### config.mk
export PLATFORM = sky130hd
export DESIGN_NAME = x_wave_seq
export DESIGN_NICKNAME = d
export VERILOG_FILES = /design/src/rtl/x_wave_seq.sv
export SDC_FILE = /design/constraint.sdc
export NUM_CORES = 1
export LEC_CHECK = 0
export ABC_AREA = 1
export ABC_CLOCK_PERIOD_IN_PS = 2250
export CORE_ASPECT_RATIO = 1.25
export CORE_MARGIN = 10
export CORE_UTILIZATION = 55
export DETAILED_ROUTE_END_ITERATION = 10
export DONT_BUFFER_PORTS = 1
export HOLD_SLACK_MARGIN = 0.15
export MAX_ROUTING_LAYER = met4
export PLACE_DENSITY = 0.74
export SYNTH_ARGS = -nofsm -noshare
export SYNTH_HDL_FRONTEND = slang
export SYNTH_SLANG_ARGS = --single-unit
### constraint.sdc
create_clock -name i_clk -period 2.25 [get_ports i_clk]
set_clock_uncertainty 0.15 [all_clocks]
set_input_delay 0.1125 -clock i_clk [delete_from_list [all_inputs] [get_ports i_clk]]
set_output_delay 0.1125 -clock i_clk [all_outputs]
set_load 0.05 [all_outputs]
### src/rtl/x_wave_seq.sv
// Waveform sequencer: loads 2-bit samples into an external 2048x2 RAM, then plays them
// back cyclically at a programmable rate with a two-cycle read-to-strobe latency.
module x_wave_seq #(
    parameter int DIV_W = 8
) (
    input  logic             i_clk,
    input  logic             i_nrst,
    input  logic             i_load_start,
    input  logic             i_load_valid,
    input  logic             i_load_last,
    input  logic [1:0]       i_load_data,
    output logic             o_load_ready,
    input  logic             i_play,
    input  logic [DIV_W-1:0] i_div,
    output logic [10:0]      o_mem_addr,
    output logic             o_mem_we,
    output logic [1:0]       o_mem_wdata,
    input  logic [1:0]       i_mem_rdata,
    output logic [1:0]       o_sample,
    output logic             o_sample_valid,
    output logic [11:0]      o_len,
    output logic             o_busy
);

    typedef enum logic [1:0] {ST_IDLE, ST_LOAD, ST_PLAY} state_t;

    state_t           state_q, state_d;
    logic [10:0]      wptr_q, wptr_d;
    logic [10:0]      rptr_q, rptr_d;
    logic [DIV_W-1:0] divcnt_q, divcnt_d;
    logic [11:0]      len_q, len_d;
    logic             rd_pend_q, rd_pend_d;
    logic [1:0]       sample_q, sample_d;
    logic             sample_vld_q, sample_vld_d;

    logic beat;
    logic load_done;
    logic play_go;
    logic tick;
    logic rptr_last;

    assign beat      = (state_q == ST_LOAD) && i_load_valid;
    assign load_done = beat && (i_load_last || (wptr_q == 11'd2047));
    assign play_go   = (state_q == ST_IDLE) && !i_load_start && i_play && (len_q != 12'd0);
    // A shrinking divider makes the counter overshoot; treat that as an immediate tick.
    assign tick      = (state_q == ST_PLAY) && i_play && (divcnt_q >= i_div);
    assign rptr_last = ({1'b0, rptr_q} == (len_q - 12'd1));

    always_ff @(posedge i_clk or negedge i_nrst) begin
        if (!i_nrst) begin
            state_q <= ST_IDLE;
        end else begin
            state_q <= state_d;
        end
    end

    always_comb begin
        state_d = state_q;
        case (state_q)
            ST_IDLE: begin
                if (i_load_start) begin
                    state_d = ST_LOAD;
                end else if (play_go) begin
                    state_d = ST_PLAY;
                end
            end
            ST_LOAD: begin
                if (load_done) begin
                    state_d = ST_IDLE;
                end
            end
            ST_PLAY: begin
                // Stay until the last issued read has produced its strobe.
                if (!i_play && !rd_pend_q) begin
                    state_d = ST_IDLE;
                end
            end
            default: state_d = ST_IDLE;
        endcase
    end

    always_comb begin
        o_load_ready   = (state_q == ST_LOAD);
        o_mem_we       = beat;
        o_mem_wdata    = (state_q == ST_LOAD) ? i_load_data : 2'd0;
        o_mem_addr     = 11'd0;
        if (state_q == ST_LOAD) begin
            o_mem_addr = wptr_q;
        end else if (state_q == ST_PLAY) begin
            o_mem_addr = rptr_q;
        end
        o_sample       = sample_q;
        o_sample_valid = sample_vld_q;
        o_len          = len_q;
        o_busy         = (state_q != ST_IDLE);
    end

    always_comb begin
        wptr_d       = wptr_q;
        rptr_d       = rptr_q;
        divcnt_d     = divcnt_q;
        len_d        = len_q;
        rd_pend_d    = tick;
        sample_vld_d = rd_pend_q;
        sample_d     = rd_pend_q ? i_mem_rdata : sample_q;

        if ((state_q == ST_IDLE) && i_load_start) begin
            wptr_d = 11'd0;
        end
        if (play_go) begin
            rptr_d   = 11'd0;
            divcnt_d = '0;
        end
        if (beat) begin
            wptr_d = wptr_q + 11'd1;
        end
        if (load_done) begin
            len_d = {1'b0, wptr_q} + 12'd1;
        end
        if (tick) begin
            rptr_d   = rptr_last ? 11'd0 : (rptr_q + 11'd1);
            divcnt_d = '0;
        end else if ((state_q == ST_PLAY) && i_play) begin
            divcnt_d = divcnt_q + 1'b1;
        end
    end

    always_ff @(posedge i_clk or negedge i_nrst) begin
        if (!i_nrst) begin
            wptr_q       <= 11'd0;
            rptr_q       <= 11'd0;
            divcnt_q     <= '0;
            len_q        <= 12'd0;
            rd_pend_q    <= 1'b0;
            sample_q     <= 2'd0;
            sample_vld_q <= 1'b0;
        end else begin
            wptr_q       <= wptr_d;
            rptr_q       <= rptr_d;
            divcnt_q     <= divcnt_d;
            len_q        <= len_d;
            rd_pend_q    <= rd_pend_d;
            sample_q     <= sample_d;
            sample_vld_q <= sample_vld_d;
        end
    end

endmodule

==> impl_results.md <==
* Post-layout util at 0.682
* Via/cell ratio at 5.37
* Clk buf depth at 2
* Synth Area per Inst at approximately 7.6 sq um
* Reg-to-reg slack, setup at between 0.09 and 0.1 ns
* Gpl congestion at around 0.88
* Layout fillers at between 400 and 500
* Worst path bufs/invs at 2
* Critical Path Most Common Cell: nand3_1
* Initial drt markers at 178
* Syn nets at 477
* Post-synth cell types at 32
* Slowest cell on the critical path: dlygate4sd3_1
* Final setup vio count at 0
* Worst endpoint required time at about 2.3 ns
* Design Area, Final at around 0.0040 sq mm
* Status: completed
* Core area at ~0.0059 sq mm
* Die X at 90.1 microns
* Async set-reset flop share out of synthesis at 1.00
* IO Pins at between 40 and 50
* Reg-to-reg critical path startpoint: o_len[0]
* Seq/Total Area, Yosys at 0.355
* Fmax at 464 MHz
* Grt ovf at 0
* Clk slew on worst S/H paths at 0.11 ns
* Worst path depth at 8
* Most common cell after layout, fill and taps aside: nand2_1
* Max Transition Viols Final at 0
* Worst skew pair latency at around 0.31 ns
* Worst r2r path cells at 8
* Least-Margin Pin Slew at about 0.54 ns
* Clock Sinks at between 40 and 50
* Reg-to-Reg End: state_q[1]
* Fin crit share at 0.957
* Pre-CTS WS at 0.297 ns
* Final Power at about 4.3 mW
* Routed Antenna Nets at 0
* RSZ-0062 raised after global routing: false
* First-pass GRT wire length at about 14000 microns
* Critical path's largest stage delay at approximately 0.56 ns
* Critical Path AT at roughly 2.2 ns
* Area growth, synth to finish at 18.8%
* First-pass DRT Iterations at 5
* HPWL after detailed placement at ~6500 microns
* Crit path from: o_len[0]
* Largest net degree at the start of global routing at around 50
* Tightest Hold Check Type: input pin to async pin
* Layout cells sized above 1 at 0.191
* Pleak at between 1.5 and 2 nW
* Prevailing post-synth register cell: dfrtp_1
* DP Area at roughly 0.0038 sq mm
* TNS Setup at 0 ns
* Post-CTS Resized at 0
* Seq cells post-synth at 48
* Number of synthesized flops with an enable pin at 0
* Min Tclk post-route at 2.15 ns
* Critical-path maximum fanout at 6
* Total GRT Usage at 0.182
* Sequential Area at 0.00120 sq mm
* Cell Pwr Density at around 1100 mW/mm^2
* Root buffer cell: clkbuf_8
* Critical path endpoint category: flop
* Area of the multi-input gates at around 0.0019 sq mm
* Clock buffer count from CTS at 5
* Slew Limit Headroom at 0.637
* Total number of vias at around 3000
* Number of antenna diodes at 0
* Maximum VDD drop at between 1 and 1.5 mV
* Max-cap viol count at 0
* Crit start category: flop
* Critical-path cell list: inv_2, ha_1, nand2_4, nor2_4, nand3_1, nand3_1, nand2_1, dlygate4sd3_1
* Avg WL per Cell at 14.9 microns
* Post-layout nets at a little over 500
* Most frequent cells in the layout: 103 x nand2_1, 62 x inv_1, 48 x dfrtp_1, 45 x nand3_1, 38 x nor2_1
* Post-Synthesis Cells at about 450
* Die area at 0.00970 sq mm
* Routed WL at about 8400 microns
* Vias in the first global route at 3129
* CTS tree: done
* DR DRC count at 0
* WS Path Type: flop to flop
* Initial antenna violation count at 0
* IO Port Bufs at 0
* Cell area after synthesis at between 0.003 and 0.004 sq mm
* Crit path to: state_q[1]
* Critical path's top delay family: buffers and inverters
* Post-Layout Cell Count at about 560
* Yosys synthesis warning count at 0
* Starting Density at 0.574
* Die H at approximately 110 microns
* Number of placement rows at 31
* # placed instances at ~550
* Worst Hold Slack at between 0.15 and 0.2 ns
* Final Hold Fails at 0
* H-tree Lvls at 2
* Setup ws final at between 0.09 and 0.1 ns
layout make-up:
type,instances,area share
clock buffers,5,0.0171
repair buffers,39,0.108
multi-input cells,323,0.479
flip-flops and latches,48,0.299
well taps,82,0.0255
inverters,64,0.0598
clock inverters,3,0.0118
cells by family after synthesis:
group,synth area share
XOR/XNOR,0.0696
multiplexers,0.00666
flip-flops,0.355
buffers and inverters,0.0910
AND/OR/NAND/NOR,0.334
AO/OA/AOI/OAI,0.0995
adder cells (fa/ha/maj),0.0444
cell usage after synthesis (4+ instances only):
library cell / instances / area [sq um]
o21ai_0: 12 / 60.1
dfrtp_1: 48 / 1200
buf_2: 6 / 30.0
o21ai_2: 11 / 96.3
a21oi_1: 5 / 25.0
ha_1: 12 / 150
nand4_1: 6 / 37.5
clkbuf_1: 4 / 15.0
xnor2_1: 6 / 52.6
nor2_1: 39 / 146
nand2_1: 103 / 387
xor2_1: 19 / 166
nand2_4: 5 / 56.3
nor2_4: 6 / 67.6
nor2_2: 4 / 25.0
inv_1: 62 / 233
nand3_1: 45 / 225
nor3_1: 4 / 20.0
nand2_2: 8 / 50.1
o22ai_1: 20 / 125
how the worst min path moves through the flow:
stage	slack, ns	cells after the start	end
after floorplan	-0.33	0	divcnt_q[0]
after global placement	-0.33	0	o_len[4]
after detailed placement	-0.33	0	o_len[4]
after CTS	0.16	2	o_len[4]
after global routing	0.18	2	o_len[5]
final	0.15	2	o_len[4]
per-layer routing:
metal | GRT usage | wire length, microns
met2 | 0.317 | 4200
met4 | 0.0740 | 191
met3 | 0.0328 | 448
met5 | - | 0
met1 | 0.202 | 3550
sequential cells by signal, summed over array words and instances, names as in the netlist:
name	flops
o_len	12
rptr_q	11
wptr_q	11
divcnt_q	8
o_sample	2
state_q	2
o_sample_valid	1
rd_pend_q	1
repair_timing:
action	in CTS	in global routing
setup buffers	0	0
endpoints found under the hold margin	76	0
hold buffers	9	0
report_power, final:
part	total (mW)	internal [mW]	switching, mW
logic	2.51	0.785	1.73
clock network	0.648	0.335	0.312
registers	1.18	0.994	0.184
(Power assumes the default switching activity.)
